==> config.mk <==
export PLATFORM = sky130hd
export DESIGN_NAME = video_timing_gen
export DESIGN_NICKNAME = d
export VERILOG_FILES = /design/src/rtl/vtg_pkg.sv /design/src/rtl/vtg_axis_counter.sv /design/src/rtl/video_timing_gen.sv
export SDC_FILE = /design/constraint.sdc
export NUM_CORES = 1
export LEC_CHECK = 0
export CAP_MARGIN = 10
export CORE_ASPECT_RATIO = 0.75
export CORE_MARGIN = 2
export CORE_UTILIZATION = 47
export DETAILED_ROUTE_END_ITERATION = 10
export PLACE_DENSITY_LB_ADDON = 0.08
export SLEW_MARGIN = 10
export SYNTH_ARGS = -nofsm -noshare
export SYNTH_HDL_FRONTEND = slang
export SYNTH_SLANG_ARGS = --single-unit
==> constraint.sdc <==
create_clock -name clock -period 2.3 [get_ports clock]
set_input_delay 0.46 -clock clock [delete_from_list [all_inputs] [get_ports clock]]
set_output_delay 0.46 -clock clock [all_outputs]
set_load 0.005 [all_outputs]
==> src/rtl/vtg_pkg.sv <==
// Shared definitions for the raster timing generator.
// Holds the default 640x480@60 timing, the count width, the pixel colour
// type, the colour-bar palette and the axis-total helper.
// Optional feature macro used by the top: VTG_TEST_PATTERN_EN.
package vtg_pkg;

    localparam int unsigned COUNT_W   = 11;
    localparam int unsigned RGB_W     = 24;
    localparam int unsigned NUM_BARS  = 8;
    localparam int unsigned BAR_IDX_W = 3;

    // Default 640x480@60 timing
    localparam int unsigned DEF_H_ACTIVE = 640;
    localparam int unsigned DEF_H_FP     = 16;
    localparam int unsigned DEF_H_SYNC   = 96;
    localparam int unsigned DEF_H_BP     = 48;
    localparam int unsigned DEF_V_ACTIVE = 480;
    localparam int unsigned DEF_V_FP     = 10;
    localparam int unsigned DEF_V_SYNC   = 2;
    localparam int unsigned DEF_V_BP     = 33;

    typedef struct packed {
        logic [7:0] r;
        logic [7:0] g;
        logic [7:0] b;
    } rgb_t;

    localparam rgb_t BAR_WHITE   = '{r: 8'hFF, g: 8'hFF, b: 8'hFF};
    localparam rgb_t BAR_YELLOW  = '{r: 8'hFF, g: 8'hFF, b: 8'h00};
    localparam rgb_t BAR_CYAN    = '{r: 8'h00, g: 8'hFF, b: 8'hFF};
    localparam rgb_t BAR_GREEN   = '{r: 8'h00, g: 8'hFF, b: 8'h00};
    localparam rgb_t BAR_MAGENTA = '{r: 8'hFF, g: 8'h00, b: 8'hFF};
    localparam rgb_t BAR_RED     = '{r: 8'hFF, g: 8'h00, b: 8'h00};
    localparam rgb_t BAR_BLUE    = '{r: 8'h00, g: 8'h00, b: 8'hFF};
    localparam rgb_t BAR_BLACK   = '{r: 8'h00, g: 8'h00, b: 8'h00};

    // Period of one axis: active + front porch + sync + back porch
    function automatic int unsigned axis_total(input int unsigned active,
                                               input int unsigned fp,
                                               input int unsigned sync,
                                               input int unsigned bp);
        return active + fp + sync + bp;
    endfunction

    // Colour of bar idx, left to right
    function automatic rgb_t bar_colour(input logic [BAR_IDX_W-1:0] idx);
        rgb_t c;
        c = BAR_BLACK;
        case (idx)
            3'd0:    c = BAR_WHITE;
            3'd1:    c = BAR_YELLOW;
            3'd2:    c = BAR_CYAN;
            3'd3:    c = BAR_GREEN;
            3'd4:    c = BAR_MAGENTA;
            3'd5:    c = BAR_RED;
            3'd6:    c = BAR_BLUE;
            default: c = BAR_BLACK;
        endcase
        return c;
    endfunction

endpackage

==> src/rtl/vtg_axis_counter.sv <==
// One raster axis: position counter with wrap and sync-region decode.
// Ports:
//   clock, reset      clock, async active-high reset
//   advance_i         step the position by one (wraps at TOTAL-1)
//   count_o           registered current position
//   count_next_c      position after this clock edge
//   wrap_c            current position is the last of the axis
//   active_next_c     next position lies in the active region
//   sync_o            registered sync pin level for the current position
module vtg_axis_counter
    import vtg_pkg::*;
#(
    parameter int unsigned ACTIVE   = DEF_H_ACTIVE,
    parameter int unsigned FP       = DEF_H_FP,
    parameter int unsigned SYNC     = DEF_H_SYNC,
    parameter int unsigned BP       = DEF_H_BP,
    parameter bit          SYNC_POL = 1'b0
) (
    input  logic               clock,
    input  logic               reset,
    input  logic               advance_i,
    output logic [COUNT_W-1:0] count_o,
    output logic [COUNT_W-1:0] count_next_c,
    output logic               wrap_c,
    output logic               active_next_c,
    output logic               sync_o
);

    localparam int unsigned        TOTAL      = axis_total(ACTIVE, FP, SYNC, BP);
    localparam logic [COUNT_W-1:0] LAST       = COUNT_W'(TOTAL - 1);
    localparam logic [COUNT_W-1:0] ACTIVE_END = COUNT_W'(ACTIVE);
    localparam logic [COUNT_W-1:0] SYNC_START = COUNT_W'(ACTIVE + FP);
    localparam logic [COUNT_W-1:0] SYNC_END   = COUNT_W'(ACTIVE + FP + SYNC);

    logic [COUNT_W-1:0] count_q;
    logic [COUNT_W-1:0] count_d;
    logic               sync_q;
    logic               sync_d;

    assign wrap_c = (count_q == LAST);

    // Next position and the decodes that describe it
    always_comb begin
        count_d = count_q;
        sync_d  = !SYNC_POL;
        if (advance_i) begin
            count_d = wrap_c ? '0 : count_q + COUNT_W'(1);
        end
        if ((count_d >= SYNC_START) && (count_d < SYNC_END)) begin
            sync_d = SYNC_POL;
        end
    end

    // Reset parks on the last position so the first advance lands on 0
    always_ff @(posedge clock or posedge reset) begin
        if (reset) begin
            count_q <= LAST;
            sync_q  <= !SYNC_POL;
        end else begin
            count_q <= count_d;
            sync_q  <= sync_d;
        end
    end

    assign count_o       = count_q;
    assign count_next_c  = count_d;
    assign active_next_c = (count_d < ACTIVE_END);
    assign sync_o        = sync_q;

endmodule

==> src/rtl/video_timing_gen.sv <==
// Raster timing generator: advances position on each pixel tick and
// produces registered sync, data-enable, coordinates and line/frame strobes.
// Optional colour bars when VTG_TEST_PATTERN_EN is defined (H_ACTIVE must be
// a multiple of 8); otherwise rgb_out is tied to 0.
// Ports:
//   clock, reset        clock, async active-high reset
//   tick_in             one-clock pixel tick
//   hcount_out          horizontal position 0..H_TOTAL-1
//   vcount_out          vertical position 0..V_TOTAL-1
//   hsync_out/vsync_out sync levels (active level = SYNC_POL)
//   de_out              active-area flag
//   line_start_out      strobe when hcount_out becomes 0
//   frame_start_out     strobe when position becomes (0,0)
//   rgb_out             pixel colour {R,G,B}
module video_timing_gen
    import vtg_pkg::*;
#(
    parameter int unsigned H_ACTIVE = DEF_H_ACTIVE,
    parameter int unsigned H_FP     = DEF_H_FP,
    parameter int unsigned H_SYNC   = DEF_H_SYNC,
    parameter int unsigned H_BP     = DEF_H_BP,
    parameter int unsigned V_ACTIVE = DEF_V_ACTIVE,
    parameter int unsigned V_FP     = DEF_V_FP,
    parameter int unsigned V_SYNC   = DEF_V_SYNC,
    parameter int unsigned V_BP     = DEF_V_BP,
    parameter bit          SYNC_POL = 1'b0
) (
    input  logic               clock,
    input  logic               reset,
    input  logic               tick_in,
    output logic [COUNT_W-1:0] hcount_out,
    output logic [COUNT_W-1:0] vcount_out,
    output logic               hsync_out,
    output logic               vsync_out,
    output logic               de_out,
    output logic               line_start_out,
    output logic               frame_start_out,
    output logic [RGB_W-1:0]   rgb_out
);

    logic [COUNT_W-1:0] h_next;
    logic [COUNT_W-1:0] v_next;
    logic               h_wrap;
    logic               v_wrap;
    logic               h_act_next;
    logic               v_act_next;
    logic               v_advance;
    logic               unused_c;

    logic de_q, de_d;
    logic line_start_q, line_start_d;
    logic frame_start_q, frame_start_d;

    // Vertical steps once per line, on the tick that wraps horizontal
    assign v_advance = tick_in && h_wrap;

    vtg_axis_counter #(
        .ACTIVE   (H_ACTIVE),
        .FP       (H_FP),
        .SYNC     (H_SYNC),
        .BP       (H_BP),
        .SYNC_POL (SYNC_POL)
    ) u_h_axis (
        .clock         (clock),
        .reset         (reset),
        .advance_i     (tick_in),
        .count_o       (hcount_out),
        .count_next_c  (h_next),
        .wrap_c        (h_wrap),
        .active_next_c (h_act_next),
        .sync_o        (hsync_out)
    );

    vtg_axis_counter #(
        .ACTIVE   (V_ACTIVE),
        .FP       (V_FP),
        .SYNC     (V_SYNC),
        .BP       (V_BP),
        .SYNC_POL (SYNC_POL)
    ) u_v_axis (
        .clock         (clock),
        .reset         (reset),
        .advance_i     (v_advance),
        .count_o       (vcount_out),
        .count_next_c  (v_next),
        .wrap_c        (v_wrap),
        .active_next_c (v_act_next),
        .sync_o        (vsync_out)
    );

    // Decodes of the next position; strobes only on an advancing tick
    always_comb begin
        de_d          = h_act_next && v_act_next;
        line_start_d  = tick_in && h_wrap;
        frame_start_d = tick_in && h_wrap && v_wrap;
    end

    always_ff @(posedge clock or posedge reset) begin
        if (reset) begin
            de_q          <= 1'b0;
            line_start_q  <= 1'b0;
            frame_start_q <= 1'b0;
        end else begin
            de_q          <= de_d;
            line_start_q  <= line_start_d;
            frame_start_q <= frame_start_d;
        end
    end

    assign de_out          = de_q;
    assign line_start_out  = line_start_q;
    assign frame_start_out = frame_start_q;

`ifdef VTG_TEST_PATTERN_EN
    localparam int unsigned BAR_W = H_ACTIVE / NUM_BARS;

    logic [BAR_IDX_W-1:0] bar_idx_c;
    rgb_t                 rgb_q;
    rgb_t                 rgb_d;

    // Bar index from next horizontal position; blank outside active area
    always_comb begin
        bar_idx_c = BAR_IDX_W'(h_next / COUNT_W'(BAR_W));
        rgb_d     = de_d ? bar_colour(bar_idx_c) : BAR_BLACK;
    end

    always_ff @(posedge clock or posedge reset) begin
        if (reset) begin
            rgb_q <= BAR_BLACK;
        end else begin
            rgb_q <= rgb_d;
        end
    end

    assign rgb_out  = rgb_q;
    assign unused_c = ^v_next;
`else
    assign rgb_out  = '0;
    assign unused_c = ^{h_next, v_next};
`endif

endmodule

==> results of run 1 <==
## flip-flops by register name, summed over array words and instances (netlist names)
name / count
u_v_axis.count_o: 11
u_h_axis.count_o: 11
u_v_axis.sync_o: 1
de_out: 1
u_h_axis.sync_o: 1
line_start_out: 1
frame_start_out: 1
## logic make-up (layout without fill, tap and decap cells)
logic type	after synthesis	after routing
flops	27	27
simple gates	75	75
fa+ha+maj	3	3
buf+inv	39	61
other cells	1	24
mux	2	2
xor+xnor	13	13
compound gates	26	26
## critical path: cells and delay by family
kind          cells  cell delay [ns]
xor+xnor          1             0.14
buf+inv           2             0.75
simple gates      4             0.94
## worst max path at each step
stage                                             start                   endpoint  slack [ns]
after global routing      u_h_axis.count_o[0]$_DFF_PP1_           de_out$_DFF_PP0_      0.0006
after floorplan           u_h_axis.count_o[5]$_DFF_PP0_  u_v_axis.sync_o$_DFF_PP1_        0.35
final                                           tick_in           de_out$_DFF_PP0_        0.19
after global placement                          tick_in           de_out$_DFF_PP0_      -0.003
after CTS                 u_h_axis.count_o[0]$_DFF_PP1_           de_out$_DFF_PP0_        0.18
after detailed placement                        tick_in           de_out$_DFF_PP0_       -0.10
## where the power goes
group / internal, mW / switching (mW) / leakage (nW)
registers: 0.547 / 0.0782 / 0.324
clock network: 0.122 / 0.145 / 0.0255
logic: 0.182 / 0.142 / 0.590
## per-layer routing
layer / track usage / vias up / share of wire
li1: - / 724 / -
met1: 0.3036 / 728 / 0.50
met2: 0.2919 / 72 / 0.43
met3: 0.04417 / 4 / 0.070
met4: 0.03509 / 0 / 0.0072
met5: 0 / - / 0
## layout make-up
cell class                      count  area, um^2
Inverter                            7       26.28
Multi-Input combinational cell    143       945.9
Tap cell                           52       65.06
Fill cell                         305        1439
Clock buffer                        3       41.29
Clock inverter                      1       5.005
Sequential cell                    27       690.7
Timing Repair Buffer               50       447.9
## cell usage in the layout (no fill, tap or decap), drive strengths merged, types with 7 or more instances in the layout
| master | instances |
|---|---|
| nand4 | 15 |
| inv | 7 |
| dfrtp | 15 |
| nand2 | 13 |
| buf | 21 |
| nor2 | 7 |
| conb | 24 |
| dfstp | 12 |
| xnor2 | 8 |
| nand3 | 12 |
| clkdlybuf4s50 | 29 |
## per-stage QoR
step / hold slack [ns] / instances
finish: 0.5126 / 283
global route: 0.5315 / 283
CTS: 0.5188 / 283
detailed placement: 0.5059 / 279
global placement: 0.4932 / 279
floorplan: 0.4908 / 209
==> flow_summary.json, run 1 <==
{
  "final_antenna_net_count": 0,
  "maxCapViolations": 0,
  "wl_per_cell_um": 14.28,
  "rr_endpoint": "de_out$_DFF_PP0_",
  "path_max_fanout": 7,
  "async_reset_ff_frac": 1.000,
  "first_iter_violations": 100,
  "synth_top_area_share": 0.2091,
  "vias_per_cell": 5.399,
  "h-tree-depth": 1,
  "core_mm2": 0.003661,
  "hold_path_depth": 1,
  "postCtsHoldBufs": 0,
  "worstPathArrival_ns": 2.29,
  "synth_top_family_by_area": "simple AND/OR/NAND/NOR gates",
  "synth_cell_type_count": 52,
  "layout-drive-gt1-share": 0.2078,
  "final_area_mm2": 0.002222,
  "die_h_um": 57.53,
  "syn2layout_area_growth_pct": 23.76,
  "syn_inst": 186,
  "yosys.cell_count.top_type": "buf_4",
  "wirelength_mm": 4.040,
  "die_w_um": 75.37,
  "synth-seq-area-share": 0.3847,
  "rr_worst_depth": 7,
  "grt_max_degree": 28,
  "worstPathRequired_ns": 2.48,
  "post-cts-setup-buffer-count": 0,
  "gr-total-overflow": 0,
  "grt_antenna_before_repair": 0,
  "synth-main-ff-cell": "dfrtp_1",
  "synth_compound_area_frac": 0.1038,
  "vdd_drop_max_uv": 432.9,
  "initial_core_util": 0.4904,
  "synth_area_leader_cell": "dfrtp_1",
  "pin_count": 54,
  "place_area_mm2": 0.002176,
  "syn_avg_cell_area_um2": 9.653,
  "netlist_area_mm2": 0.001795,
  "holdCritStartpoint": "u_h_axis.count_o[0]$_DFF_PP1_",
  "cts_root_buf": "clkbuf_8",
  "synth-warning-count": 0,
  "crit_type": "input port to flop",
  "synthMuxAreaShare": 0.01394,
  "cts_tree": "built",
  "period_needed_ns": 2.115,
  "crit_path_end_kind": "flop",
  "finalPower_mw": 1.216,
  "synth-simple-area-share": 0.2746,
  "place_hpwl_mm": 2.994,
  "status": "complete, no violations",
  "p_per_area_mw_per_mm2": 547.2,
  "slowest_stage": "clkdlybuf4s50_1",
  "rows": 19,
  "clkSinkCount": 27,
  "hold_viol": 0,
  "leakage_nw": 0.9392,
  "rrSetupSlack_ns": 0.21,
  "ys_top_cells_by_area": "dfrtp_1 (21%), dfstp_2 (18%), buf_4 (10%)",
  "final_util": 0.6070,
  "drc_errors": 0,
  "clk_latency_ns": 0.27,
  "fin_setup_tns_ns": 0,
  "setup_violations": 0,
  "finalWorstSetupSlack_ns": 0.1853,
  "min_path_type": "flop to flop",
  "first_pass_iters": 4,
  "ys_ff_latch": 27,
  "dieArea_mm2": 0.004336,
  "synth_fa_ha_area_frac": 0.02091,
  "rr_startpoint": "u_h_axis.count_o[0]$_DFF_PP1_",
  "finalWeightedCongestion": 0.9167,
  "grt_first_pass_wirelength_mm": 6.672,
  "num-nets-final": 238,
  "clk_pin_slew_worst_paths_ns": 0.09,
  "timing.final.crit_share": 0.9194,
  "fmax_mhz": 472.9,
  "post_cts_resized": 0,
  "grtUsageTotal": 0.1988,
  "vias": 1528,
  "grt_pass1_vias": 1399,
  "synth_edf_count": 0,
  "numCtsBuffers": 3,
  "rsz0062_at_grt": "no",
  "portBuffers": 29,
  "antennaDiodeCount": 0,
  "place_ws_ns": -0.1017,
  "whs_endpoint": "u_h_axis.count_o[0]$_DFF_PP1_",
  "start_kind": "input port",
  "synth_xor_area_frac": 0.06341,
  "slew_violations": 0,
  "cp_cell_sequence": "clkdlybuf4s50_1 > and3_1 > buf_4 > nand3_1 > nor3_1 > xor2_1 > nor4_2",
  "clock_path_buffers": 2,
  "finalClockSkew_ns": 0.001976,
  "yosys-top-cells-count": "buf_4 (24), dfrtp_1 (15), nand4_1 (14), nand2_1 (13), dfstp_2 (12)",
  "slowest_delay_ns": 0.60
}
Power figures use the tool's default switching activity.
==> inputs of run 2 (changes only) <==
Settings changed: CTS_BUF_LIST from default to sky130_fd_sc_hd__clkbuf_16.
==> run 2 against run 1 <==
Compared with the run above:
- register-to-register slack about the same
- routed wire length decreased by 0.15%
- worst setup slack gained 0.013 ns
- largest power group unchanged
- critical endpoint unchanged
- largest cell class unchanged
- design area increased by 1.6%
- clock-buffer cell count unchanged
- first-iteration DRC count is 25% higher
==> flow_summary.json, run 2 (synthesized netlist as in run 1, its figures left out) <==
{
  "clk_pin_slew_worst_paths_ns": 0.06,
  "crit_path_end_kind": "flop",
  "layout-drive-gt1-share": 0.2078,
  "clock_path_buffers": 2,
  "final_antenna_net_count": 0,
  "antennaDiodeCount": 0,
  "leakage_nw": 0.9637,
  "fmax_mhz": 475.9,
  "maxCapViolations": 0,
  "slowest_delay_ns": 0.57,
  "vdd_drop_max_uv": 532.1,
  "worstPathRequired_ns": 2.46,
  "wirelength_mm": 4.034,
  "min_path_type": "flop to flop",
  "syn2layout_area_growth_pct": 25.78,
  "first_iter_violations": 125,
  "slew_violations": 0,
  "grt_pass1_vias": 1393,
  "initial_core_util": 0.4904,
  "num-nets-final": 238,
  "fin_cells": 283,
  "place_hpwl_mm": 2.994,
  "core_mm2": 0.003661,
  "rsz0062_at_grt": "no",
  "clkSinkCount": 27,
  "slowest_stage": "dfstp_2",
  "clk_latency_ns": 0.26,
  "place_area_mm2": 0.002176,
  "grtUsageTotal": 0.1996,
  "portBuffers": 29,
  "numCtsBuffers": 3,
  "postCtsHoldBufs": 0,
  "path_max_fanout": 5,
  "hold_viol": 0,
  "grt_antenna_before_repair": 0,
  "worstPathArrival_ns": 2.26,
  "layout_common_cells": "clkdlybuf4s50_1 (28), conb_1 (24), buf_4 (21), dfrtp_1 (15), nand4_1 (14)",
  "drc_errors": 0,
  "period_needed_ns": 2.101,
  "place_inst": 279,
  "start_kind": "flop",
  "finalWeightedCongestion": 0.9167,
  "cp_num_buf_inv": 1,
  "layout_commonest_cell": "clkdlybuf4s50_1",
  "grt_max_degree": 28,
  "die_w_um": 75.37,
  "vias": 1539,
  "vias_per_cell": 5.438,
  "rows": 19,
  "first_pass_iters": 4,
  "crit_family": "simple AND/OR/NAND/NOR gates",
  "timing.final.crit_share": 0.9136,
  "h-tree-depth": 1,
  "final_area_mm2": 0.002258,
  "finalClockSkew_ns": 0.001983,
  "grt_first_pass_wirelength_mm": 6.665,
  "cts_tree": "built",
  "die_h_um": 57.53,
  "p_per_area_mw_per_mm2": 593.4,
  "dieArea_mm2": 0.004336,
  "status": "complete, no violations",
  "wl_per_cell_um": 14.25,
  "setup_violations": 0,
  "cp_cell_sequence": "ha_1 > and3_1 > buf_4 > nand3_1 > nor3_1 > xor2_1 > nor4_2",
  "gr-total-overflow": 0,
  "nFillCells": 300,
  "pin_count": 54,
  "cts_root_buf": "clkbuf_16",
  "crit_type": "flop to flop"
}
==> run 2: cell types whose count changed in the layout (fill, tap and decap cells not counted), sizes merged <==
cell and change:
clkdlybuf4s50 -1, dlymetal6s2s +1
==> run 2: path summary, 6_finish.rpt <==
path	startpoint	slack [ns]	cells past startpoint	to
max in group asynchronous	reset	1.44	3	u_v_axis.count_o[2]$_DFF_PP1_
min reg2reg	u_h_axis.count_o[0]$_DFF_PP1_	0.51	1	u_h_axis.count_o[0]$_DFF_PP1_
min in group asynchronous	reset	0.56	3	line_start_out$_DFF_PP0_
max	u_h_axis.count_o[0]$_DFF_PP1_	0.20	7	de_out$_DFF_PP0_
min	u_h_axis.count_o[0]$_DFF_PP1_	0.51	1	u_h_axis.count_o[0]$_DFF_PP1_
max reg2reg	u_h_axis.count_o[0]$_DFF_PP1_	0.20	7	de_out$_DFF_PP0_
==> run 2: power breakdown <==
part | switching [mW] | internal [mW]
clock | 0.155 | 0.234
sequential | 0.0796 | 0.548
combinational | 0.141 | 0.182
total | 0.376 | 0.965
==> run 2: stage by stage <==
step / TNS (ns) / power, mW / utilization / hold slack (ns) / worst slack (ns)
finish: 0 / 1.340 / 0.6169 / 0.5106 / 0.1987
global route: 0 / 1.415 / 0.6169 / 0.5268 / 0.003006
CTS: 0 / 1.357 / 0.6162 / 0.5147 / 0.1692
detailed placement: -0.1553 / 0.9555 / 0.5943 / 0.5059 / -0.1017
global placement: -0.002546 / 0.9475 / 0.5943 / 0.4932 / -0.002546
floorplan: 0 / 0.8167 / - / 0.4908 / 0.3473
==> run 2: layout make-up <==
type / count / area, um^2 / share of cell area
well taps: 52 / 65.06 / 0.02881
clock buffers: 3 / 75.07 / 0.03324
inverters: 7 / 26.28 / 0.01163
multi-input cells: 143 / 945.9 / 0.4188
flip-flops and latches: 27 / 690.7 / 0.3058
clock inverters: 1 / 5.005 / 0.002216
repair buffers: 50 / 450.4 / 0.1994
==> run 2: what timing repair did <==
| item | 4_1_cts | 5_1_grt |
|---|---|---|
| resized for setup | 0 | 1 |
| buffers inserted | 0 | 0 |
| endpoints found under the setup margin | 0 | 1 |
==> run 2: routing by layer <==
layer | wire (um) | GRT usage
met1 | 1983 | 0.3050
met2 | 1715 | 0.2919
met3 | 311 | 0.04770
met4 | 23 | 0.03258
met5 | 0 | 0
==> run 2: worst register-to-register path, delay by kind of cell (launching register included) <==
kind | cells | cell delay (ns)
xor+xnor | 1 | 0.14
fa+ha+maj | 1 | 0.22
buf+inv | 1 | 0.15
flops | 1 | 0.57
simple gates | 4 | 0.92
==> inputs of run 3 (changes only) <==
Settings changed: CORE_UTILIZATION 47 to 43.
Clock period 2.3 ns to 1.8 ns, I/O delays scaled along.
==> run 3 against run 2 <==
Compared with the run above:
- critical path type unchanged
- the run now ends with setup timing left
- non-clock buffer count up 43
- worst setup slack got worse by 0.37 ns
- hold slack worse by 0.049 ns
- design area is 21% higher
==> flow_summary.json, run 3 (synthesized netlist as in run 1, its figures left out) <==
{
  "rsz0062_at_grt": "yes",
  "grt_pass1_vias": 1625,
  "clock_path_buffers": 2,
  "layout_common_cells": "buf_4 (54), conb_1 (24), clkdlybuf4s50_1 (21), nand4_1 (14), nand2_1 (13)",
  "h-tree-depth": 1,
  "place_ws_ns": -0.5061,
  "finalPower_mw": 1.908,
  "portBuffers": 29,
  "drc_errors": 0,
  "final_antenna_net_count": 0,
  "first_iter_violations": 105,
  "finalClockSkew_ns": 0.002149,
  "place_area_mm2": 0.002424,
  "clk_latency_ns": 0.26,
  "core_mm2": 0.004029,
  "worstPathArrival_ns": 2.14,
  "finalWorstSetupSlack_ns": -0.1736,
  "first_pass_iters": 4,
  "dieArea_mm2": 0.004714,
  "vias_per_cell": 5.228,
  "numCtsBuffers": 3,
  "rows": 20,
  "path_max_fanout": 2,
  "wl_per_cell_um": 15.10,
  "p_comb_frac": 0.320,
  "cts_root_buf": "clkbuf_16",
  "setup_violations": 5,
  "cts_tree": "built",
  "grt_antenna_before_repair": 0,
  "p_clk_frac": 0.263,
  "status": "finished, violations left",
  "vias": 1720,
  "postCtsHoldBufs": 0,
  "initial_core_util": 0.4457,
  "clkSinkCount": 27,
  "fin_cells": 329,
  "nFillCells": 321,
  "antennaDiodeCount": 0,
  "wirelength_mm": 4.969,
  "fmax_mhz": 506.7,
  "maxCapViolations": 0,
  "slew_violations": 0,
  "power.internal_mw": 1.366,
  "p_seq_frac": 0.416,
  "syn2layout_area_growth_pct": 52.06,
  "clk_pin_slew_worst_paths_ns": 0.07,
  "p_per_area_mw_per_mm2": 699.0,
  "p_sw_frac": 0.2844,
  "finalWeightedCongestion": 0.9161,
  "leakage_nw": 1.232,
  "crit_type": "flop to flop",
  "pin_count": 54,
  "layout_commonest_cell": "buf_4",
  "die_h_um": 59.96,
  "hold_viol": 0,
  "grtUsageTotal": 0.2205,
  "num-nets-final": 281,
  "grt_max_degree": 28,
  "worstPathRequired_ns": 1.97,
  "timing.final.crit_share": 1.096,
  "violations": "setup timing",
  "gr-total-overflow": 0,
  "final_area_mm2": 0.002730,
  "vdd_drop_max_uv": 560.2,
  "crit_path_end_kind": "flop",
  "layout-drive-gt1-share": 0.3905,
  "start_kind": "flop",
  "grt_first_pass_wirelength_mm": 7.948,
  "die_w_um": 78.62,
  "place_hpwl_mm": 3.628,
  "min_path_type": "input port to async pin",
  "p_sw_mw": 0.5427,
  "period_needed_ns": 1.974,
  "place_inst": 312
}
==> run 3: cell types whose count changed in the layout (fill, tap and decap cells not counted), sizes merged <==
cell           previous run  this run
dlygate4sd2               0         6
clkdlybuf4s50            28        21
buf                      21        64
inv                       7         8
clkinv                    1         0
dlymetal6s2s              1         2
==> run 3: per-layer routing <==
layer / GRT usage / share of wire / vias to the layer above
li1: - / - / 811
met1: 0.3147 / 0.47 / 840
met2: 0.3553 / 0.46 / 67
met3: 0.04683 / 0.061 / 2
met4: 0.03258 / 0.0042 / 0
met5: 0 / 0 / -
==> run 3: path summary, 6_finish.rpt <==
check                                                 to  slack (ns)                           start  depth (start not counted)
max                            u_v_axis.sync_o$_DFF_PP1_       -0.17  u_h_axis.count_o[10]$_DFF_PP0_                          5
min                             line_start_out$_DFF_PP0_        0.46                           reset                          3
min reg2reg                u_v_axis.count_o[7]$_DFF_PP0_        0.52   u_v_axis.count_o[7]$_DFF_PP0_                          1
max reg2reg                    u_v_axis.sync_o$_DFF_PP1_       -0.17  u_h_axis.count_o[10]$_DFF_PP0_                          5
min in group clock         u_v_axis.count_o[7]$_DFF_PP0_        0.52   u_v_axis.count_o[7]$_DFF_PP0_                          1
max in group asynchronous  u_h_axis.count_o[9]$_DFF_PP1_        1.03                           reset                          3
==> run 3: what timing repair did <==
item                                    CTS  global route
gates resized for setup                  31             8
buffers inserted                          8             7
endpoints found under the setup margin   16            13
pin swaps                                18             5
==> run 3: cell type report <==
class / instances / area, um^2 / area share
multi-input cells: 143 / 1051 / 0.3850
flip-flops and latches: 27 / 694.4 / 0.2544
repair buffers: 93 / 805.8 / 0.2951
clock inverters: 1 / 3.754 / 0.001375
clock buffers: 3 / 75.07 / 0.02750
inverters: 7 / 31.28 / 0.01146
well taps: 55 / 68.82 / 0.02521
==> run 3: power by group through the flow <==
| stage | registers [mW] | clock network [mW] | logic, mW |
|---|---|---|---|
| 3_5_place_dp | 0.796 | 0 | 0.534 |
| 5_1_grt | 0.808 | 0.546 | 0.663 |
| 4_1_cts | 0.793 | 0.519 | 0.583 |
| 3_3_place_gp | 0.791 | 0 | 0.519 |
| 2_1_floorplan | 0.796 | 0 | 0.263 |
| 6_report | 0.794 | 0.503 | 0.612 |
==> run 3: metrics by stage <==
stage | utilization | hold WS [ns] | setup TNS, ns
after floorplan | - | 0.4036 | 0
after global placement | 0.6016 | 0.5060 | -4.284
after detailed placement | 0.6016 | 0.5154 | -5.523
after CTS | 0.6630 | 0.4827 | -0.4018
after global routing | 0.6776 | 0.4954 | -1.013
final | 0.6776 | 0.4618 | -0.5531
==> run 3: worst max-delay path, cell delays in order, from the launching register on <==
cell       delay (ns)
dfrtp_1          0.39
or4_4            0.58
nor4_4           0.27
mux2_4           0.35
a31oi_4          0.15
o2111ai_2        0.14
